File: src/rtl/snake_pkg.sv
// Shared types and constants for the snake body datapath.
package snake_pkg;

   typedef enum logic [1:0] {
      RIGHT = 2'd0,
      LEFT  = 2'd1,
      UP    = 2'd2,
      DOWN  = 2'd3
   } dir_t;

   typedef enum logic [1:0] {
      IDLE = 2'd0,
      RUN  = 2'd1,
      DEAD = 2'd2
   } state_t;

   localparam logic [7:0] INIT_HEAD = 8'h77;
   localparam logic [7:0] INIT_B1   = 8'h67;
   localparam logic [7:0] INIT_B2   = 8'h57;
   localparam logic [3:0] GRID_MAX  = 4'd15;

   // Opposite pairs differ only in bit 0 (RIGHT/LEFT, UP/DOWN).
   function automatic logic is_opposite(dir_t a, dir_t b);
      return (a ^ b) == 2'b01;
   endfunction

endpackage

File: src/rtl/snake_next_head.sv
// Next head coordinate and wall detection for one grid step.
module snake_next_head
   import snake_pkg::*;
(
   input  logic [7:0] head_i,
   input  dir_t       dir_i,
   output logic [7:0] next_head_o,
   output logic       wall_hit_o
);

   logic [3:0] x;
   logic [3:0] y;
   logic [3:0] nx;
   logic [3:0] ny;

   assign x = head_i[7:4];
   assign y = head_i[3:0];

   always_comb begin
      nx         = x;
      ny         = y;
      wall_hit_o = 1'b0;
      unique case (dir_i)
         RIGHT: begin
            nx         = x + 4'd1;
            wall_hit_o = (x == GRID_MAX);
         end
         LEFT: begin
            nx         = x - 4'd1;
            wall_hit_o = (x == 4'd0);
         end
         UP: begin
            ny         = y - 4'd1;
            wall_hit_o = (y == 4'd0);
         end
         DOWN: begin
            ny         = y + 4'd1;
            wall_hit_o = (y == GRID_MAX);
         end
         default: ;
      endcase
   end

   assign next_head_o = {nx, ny};

endmodule

File: src/rtl/snake_body_update.sv
// Snake body shift register, length, growth and collision state machine.
module snake_body_update
   import snake_pkg::*;
#(
   parameter int MAX_LENGTH = 50
)
(
   input  logic                        clk,
   input  logic                        rst,
   input  logic                        start,
   input  logic                        move_tick,
   input  dir_t                        dir_req,
   input  logic                        grow,
   output logic [MAX_LENGTH-1:0][7:0]  body,
   output logic [6:0]                  curr_length,
   output logic                        game_over,
   output logic                        moved
);

   localparam logic [6:0] LEN_MAX = 7'(MAX_LENGTH - 1);

   typedef logic [MAX_LENGTH-1:0][7:0] body_t;

   function automatic body_t init_body();
      body_t b;
      b    = '0;
      b[0] = INIT_HEAD;
      b[1] = INIT_B1;
      b[2] = INIT_B2;
      return b;
   endfunction

   state_t     state_q;
   dir_t       dir_q;
   logic       grow_q;
   body_t      body_q;
   body_t      body_d;
   logic [6:0] len_q;
   logic [6:0] len_d;
   logic       moved_q;
   logic       over_q;

   dir_t       dir_new;
   logic [7:0] next_head;
   logic       wall_hit;
   logic       self_hit;
   logic       grow_eff;
   logic       growing;

   assign dir_new  = is_opposite(dir_req, dir_q) ? dir_q : dir_req;
   assign grow_eff = grow_q | grow;
   assign growing  = grow_eff && (len_q < LEN_MAX);

   snake_next_head u_next_head (
      .head_i      (body_q[0]),
      .dir_i       (dir_new),
      .next_head_o (next_head),
      .wall_hit_o  (wall_hit)
   );

   // The tail slot only blocks the head when it stays put (growing move).
   always_comb begin
      self_hit = 1'b0;
      for (int i = 1; i < MAX_LENGTH; i++) begin
         if (body_q[i] == next_head &&
             (i < int'(len_q) || (growing && i == int'(len_q))))
            self_hit = 1'b1;
      end
   end

   assign body_d = {body_q[MAX_LENGTH-2:0], next_head};
   assign len_d  = growing ? len_q + 7'd1 : len_q;

   always_ff @(posedge clk or posedge rst) begin
      if (rst) begin
         state_q <= IDLE;
         dir_q   <= RIGHT;
         grow_q  <= 1'b0;
         body_q  <= init_body();
         len_q   <= 7'd2;
         moved_q <= 1'b0;
         over_q  <= 1'b0;
      end else begin
         moved_q <= 1'b0;
         unique case (state_q)
            IDLE: begin
               if (start)
                  state_q <= RUN;
            end
            RUN: begin
               if (move_tick) begin
                  dir_q <= dir_new;
                  if (wall_hit || self_hit) begin
                     state_q <= DEAD;
                     over_q  <= 1'b1;
                  end else begin
                     body_q  <= body_d;
                     len_q   <= len_d;
                     moved_q <= 1'b1;
                     if (grow_eff)
                        grow_q <= 1'b0;
                  end
               end else if (grow) begin
                  grow_q <= 1'b1;
               end
            end
            DEAD: begin
               if (start) begin
                  state_q <= IDLE;
                  dir_q   <= RIGHT;
                  grow_q  <= 1'b0;
                  body_q  <= init_body();
                  len_q   <= 7'd2;
                  over_q  <= 1'b0;
               end
            end
            default: state_q <= IDLE;
         endcase
      end
   end

   assign body        = body_q;
   assign curr_length = len_q;
   assign game_over   = over_q;
   assign moved       = moved_q;

endmodule
File: config.mk
export PLATFORM = sky130hd
export DESIGN_NAME = snake_body_update
export DESIGN_NICKNAME = d
export VERILOG_FILES = /design/src/rtl/snake_pkg.sv /design/src/rtl/snake_next_head.sv /design/src/rtl/snake_body_update.sv
export SDC_FILE = /design/constraint.sdc
export NUM_CORES = 1
export LEC_CHECK = 0
export CAP_MARGIN = 20
export CELL_PAD_IN_SITES_DETAIL_PLACEMENT = 1
export CELL_PAD_IN_SITES_GLOBAL_PLACEMENT = 1
export CORE_MARGIN = 2
export CORE_UTILIZATION = 46
export CTS_CLUSTER_SIZE = 16
export DETAILED_ROUTE_END_ITERATION = 8
export GPL_ROUTABILITY_DRIVEN = 0
export HOLD_SLACK_MARGIN = 0.08
export PLACE_DENSITY = 0.95
export SYNTH_ARGS = -nofsm -noshare
export SYNTH_HDL_FRONTEND = slang
export SYNTH_HIERARCHICAL = 1
export SYNTH_SLANG_ARGS = --single-unit
export TNS_END_PERCENT = 1
File: constraint.sdc
create_clock -name clk -period 23.1 [get_ports clk]
set_clock_uncertainty 0.05 [all_clocks]
set_input_delay 5.775 -clock clk [delete_from_list [all_inputs] [get_ports clk]]
set_output_delay 5.775 -clock clk [all_outputs]
set_load 0.05 [all_outputs]
==> results by group, run 1 <==
Outcome
  – Outcome: complete, no violations

Synth
  – Yosys cell types: 65
  – Seq cells post-synth: 414
  – Syn Inst Count: 2,582
  – Syn nets: 2,602
  – Seq/Total Area, Yosys: 40.3%
  – Post-synthesis cell area: 0.0258 mm²
  – Most used DFF post-synth: dfrtp_1
  – Synthesis Warnings: 6
  – FFs w/ async S/R, synth: 100%
  – Share of the synthesized area in the top cell type: 38.6%
  – Synth area leaders: dfrtp_1 39%, o31ai_2 16%, xor2_1 7.6%
  – Leading area contributor after synthesis: dfrtp_1
  – Commonest cells in the netlist: 397 x dfrtp_1, 354 x nand3_1, 350 x inv_1
  – Most frequent cell after synthesis: dfrtp_1
  – Post-synth EDFFs: 0
  – Syn_area_per_cell: 9.98 µm²

Routing
  – Vias/cell: 6.34
  – DR pass1 iterations: 6
  – Post-DR wirelength/cell: 28.5 µm
  – DR vias: 23,005
  – First DRT Iteration DRCs: 2,557
  – DRT Wirelength: 104,000 µm
  – Residual DRC: 0
  – Post-route ant nets: 0

STA
  – Period Utilization, post-route: 60.8%
  – Min Tclk post-route: 14,040 ps
  – RSZ-0062 raised after global routing: false
  – Final count of hold timing violations: 0
  – Rel. slew slack: 0.0158%
  – Setup_tns: 0 ps
  – Max-slew violation count: 0
  – Setup violators final: 0
  – F_max: 0.0712 GHz
  – Worst slew pin tran: 1500 ps

Floorplan
  – I/O pin total: 416
  – Die Height: 241 µm
  – Die width: 241 µm
  – Row count: 86
  – Initial core utilization: 46.7%
  – Die area: 0.0579 mm²
  – Core area: 0.0552 mm²

Global route
  – Vias in the first global route: 24,571
  – GRT Util Overall: 35.1%
  – GRT overflow: 0
  – First-pass GRT wire length: 155,000 µm
  – Antenna violations before repair: 6
  – Pin count of the biggest net entering global routing: 261

Worst setup path
  – Required time of the critical path: 23,490 ps
  – CP startpoint kind: primary input
  – Most common cell on crit path: buf_4
  – Crit-path cells: clkdlybuf4s50_1, xor2_1, mux2_2, ha_1, inv_1, ha_1, a21oi_1, a22o_1, nand3_4, buf_4, xor2_1, nor4_1, nand2_1, a41oi_1, nor4_1, and4_1, and2_4, and2_4, buf_4, buf_4, buf_16, o31ai_2
  – Critical Path Slowest Stage Cell: buf_4
  – Critical Path End Type: flop
  – CP peak stage delay: 910 ps
  – CP max FO: 68
  – Critical Path AT: 14,440 ps
  – WS Path Type: in2reg

Job
  – Max_cap viols: 0

Final layout
  – # nets final: 2,865
  – Fillers: 5,986
  – Layout cells sized above 1: 16.6%
  – Multi-input logic area: 0.0128 mm²
  – Design area: 0.0315 mm²
  – Storage element area: 0.0104 mm²
  – Area grow syn2layout: 22.4%

Clock tree
  – Clock buffer depth: 3
  – # hold bufs at CTS: 0
  – Worst skew pair latency: 610 ps
  – Clock-pin slew on the worst setup and hold paths: 60 ps
  – Setup repair bufs after CTS: 0
  – Clk sinks: 414
  – Post-CTS sizing: 0
  – H-tree levels: 2
  – Total CTS buffers: 47
  – CTS tree: built
  – CTS Root Cell: clkbuf_16

Place
  – Placed Area: 0.0299 mm²
  – Dpl hpwl: 68,300 µm
  – IO Port Bufs: 415

Worst hold path
  – HP Class: reg2reg
cells by family after synthesis:
group           synth area share (%)
buf+inv                         10.3
compound gates                  21.6
flops                           40.3
fa+ha+maj                      0.660
xor+xnor                        13.5
simple gates                    13.4
mux                            0.131
critical path: cells and delay by family:
kind / cells / cell delay (ps)
AOI/OAI and AO/OA: 4 / 800
and+or+nand+nor: 7 / 3000
adders and majority gates: 2 / 610
xor gates and xnor gates: 2 / 510
muxes: 1 / 430
buffers and inverters: 6 / 3120
placed cells by master, fill, tap and decap left out, types with 32 or more instances in the layout:
cell type / count
clkbuf_16: 49
nor2b_1: 55
buf_4: 32
o31ai_2: 334
dfrtp_1: 397
nand3_1: 353
a22o_1: 52
xnor2_1: 170
nor4_1: 60
inv_1: 349
nand2_1: 45
clkdlybuf4s50_1: 415
xor2_1: 225
nand4_1: 45
per-layer routing:
metal / GRT usage (%) / part of all wire, % / vias to the layer above / wire length (µm)
met5: 0 / 0.022 / - / 23
met4: 20.1 / 6.2 / 4 / 6440
met3: 7.46 / 8.0 / 378 / 8260
met2: 57.8 / 48 / 1277 / 50200
met1: 42.7 / 37 / 11885 / 38600
li1: - / - / 9461 / -
stage by stage:
stage          std cells  worst slack, ps  util, %  hold WS (ps)
2_1_floorplan       2582             5780        -           390
3_3_place_gp        3539             8950     54.1           406
3_5_place_dp        3539             8510     54.1           444
4_1_cts             3623             9090     56.9           458
5_1_grt             3631             8780     57.1           479
6_report            3631             9060     57.1           468
state kept, by name (all words and copies together) (netlist names):
register,cells
dir_q,2
body,400
moved,1
state_q,2
game_over,1
curr_length,7
grow_q,1
layout make-up:
class	instances	share of cell area [%]
Antenna cell	3	0.0238
Inverter	350	4.19
Sequential cell	414	32.9
Multi-Input combinational cell	1578	40.6
Timing Repair Buffer	454	14.5
Clock inverter	15	0.417
Tap cell	748	2.97
Clock buffer	69	4.38
final timing paths:
check	slack, ps	endpoint	cells after the start	startpoint
worst min register to register	470	state_q[0]	1	state_q[1]
max in group asynchronous	14840	body[103]	4	rst
worst max register to register	14460	body[336]	21	dir_q[1]
worst min-delay path	470	state_q[0]	1	state_q[1]
min in group asynchronous	5640	moved	2	rst
worst max-delay path	9060	body[336]	22	dir_req[1]
Power of run 1 is left out: the tool's default activity adds up to more than one toggle a clock period on the data nets, which glitch-free logic cannot reach.
==> inputs of run 2 (changes only) <==
- CORE_UTILIZATION: 46 -> 42
- PLACE_DENSITY: 0.95 -> 0.89
- clock period: 23.1 -> 13.5 ns (I/O delays scaled with it)
==> run 2 against run 1 <==
Net effect: hold slack got worse by 15 ps; wire length is 4.4% lower; global-route usage is 4.4 points lower; utilization fell by 4.8 points.
==> results by group, run 2 (same netlist as run 1, synthesis figures left out) <==
Outcome
  – Outcome: complete, no violations

Clock tree
  – CTS Root Cell: clkbuf_16
  – Total CTS buffers: 47
  – Post-CTS sizing: 0
  – Clk sinks: 414
  – Worst skew pair latency: 600 ps
  – # hold bufs at CTS: 0
  – H-tree levels: 2
  – CTS tree: built
  – Setup repair bufs after CTS: 0
  – Clock buffer depth: 3
  – Clock-pin slew on the worst setup and hold paths: 60 ps

Routing
  – DR pass1 iterations: 5
  – Post-route ant nets: 0
  – First DRT Iteration DRCs: 1,971
  – Vias/cell: 6.06
  – DR vias: 22,261
  – Post-DR wirelength/cell: 27.0 µm
  – Residual DRC: 0
  – DRT Wirelength: 99,000 µm

Worst setup path
  – Critical Path End Type: flop
  – Critical Path AT: 10,740 ps
  – Crit-path cells: clkdlybuf4s50_1, xor2_1, mux2_2, ha_1, inv_1, ha_1, a21oi_1, nand4bb_1, nand3_4, buf_4, xor2_1, nor4_1, nand2_1, nor3_1, a2111oi_0, nand4_1, nor4_4, buf_12, nand3b_1, buf_4, a22o_1
  – CP max FO: 268
  – WS Path Type: in2reg
  – Required time of the critical path: 13,910 ps
  – CP startpoint kind: primary input
  – CP peak stage delay: 910 ps
  – Critical Path Slowest Stage Cell: buf_12

STA
  – RSZ-0062 raised after global routing: false
  – Period Utilization, post-route: 76.5%
  – F_max: 0.0969 GHz
  – Rel. slew slack: 9.22%
  – Setup violators final: 0
  – Worst slew pin tran: 1360 ps
  – Max-slew violation count: 0
  – Min Tclk post-route: 10,320 ps
  – Final count of hold timing violations: 0
  – Setup_tns: 0 ps

Floorplan
  – Row count: 90
  – Die width: 252 µm
  – Die Height: 252 µm
  – Die area: 0.0633 mm²
  – Core area: 0.0605 mm²
  – I/O pin total: 416
  – Initial core utilization: 42.6%

Global route
  – Pin count of the biggest net entering global routing: 269
  – GRT Util Overall: 30.7%
  – Antenna violations before repair: 4
  – First-pass GRT wire length: 150,000 µm
  – Vias in the first global route: 23,693
  – GRT overflow: 0

Final layout
  – # nets final: 2,867
  – Final cell count without fillers: 3,672
  – Area grow syn2layout: 22.7%
  – Final core utilization: 52.3%
  – Layout cells sized above 1: 16.8%
  – Leading cell type in the layout, fill and taps excluded: clkdlybuf4s50_1
  – Commonest non-fill, non-tap cells in the layout: 415 x clkdlybuf4s50_1, 397 x dfrtp_1, 353 x nand3_1, 349 x inv_1, 334 x o31ai_2
  – Max FFs per register: 400

Job
  – Max_cap viols: 0

Place
  – Dpl hpwl: 66,600 µm
  – Inst Count DP: 3,579
  – IO Port Bufs: 415

Worst hold path
  – HP Class: reg2reg
## run 2: changes by cell type in the layout (fill, tap and decap cells not counted), moves of 2 or more
cell      change
clkbuf_8      +5
buf_12        +5
buf_16        -4
clkinv_2      -2
## run 2: worst paths after layout
check,from,endpoint,slack (ps),depth (start not counted)
hold reg to reg,state_q[1],state_q[0],450,1
min in group asynchronous,rst,body[209],3060,2
setup / recovery,dir_req[1],body[244],3180,21
max in group asynchronous,rst,body[366],7410,5
hold / removal,state_q[1],state_q[0],450,1
setup reg to reg,dir_q[1],body[244],6170,20
## run 2: area by class of cell
| class | count | area, µm² |
|---|---|---|
| Antenna cell | 4 | 10.0 |
| Inverter | 350 | 1320 |
| Sequential cell | 414 | 10400 |
| Clock inverter | 14 | 138 |
| Tap cell | 782 | 978 |
| Multi-Input combinational cell | 1578 | 12800 |
| Timing Repair Buffer | 456 | 4560 |
| Fill cell | 6573 | 28900 |
| Clock buffer | 74 | 1430 |
## run 2: through the flow
stage               setup slack [ps]  instance area, µm²  hold slack (ps)
finish                          3180               31600              452
global route                    2820               31600              467
CTS                             3240               31600              441
detailed placement              2670               30000              434
global placement                2920               30000              412
floorplan                       4510               25800              390
## run 2: worst max-delay path, delay by kind of cell
family	cells	cell delay (ps)
muxes	1	410
buffers and inverters	5	2610
xor gates and xnor gates	2	410
adders and majority gates	2	580
and+or+nand+nor	8	2080
AOI/OAI and AO/OA	3	1170
## run 2: routing by layer
metal	wire length, µm	GRT usage [%]
met1	39300	38.0
met4	4940	14.9
met3	6280	6.06
met2	48500	51.3
met5	0	0
Power of run 2 is left out for the same reason.
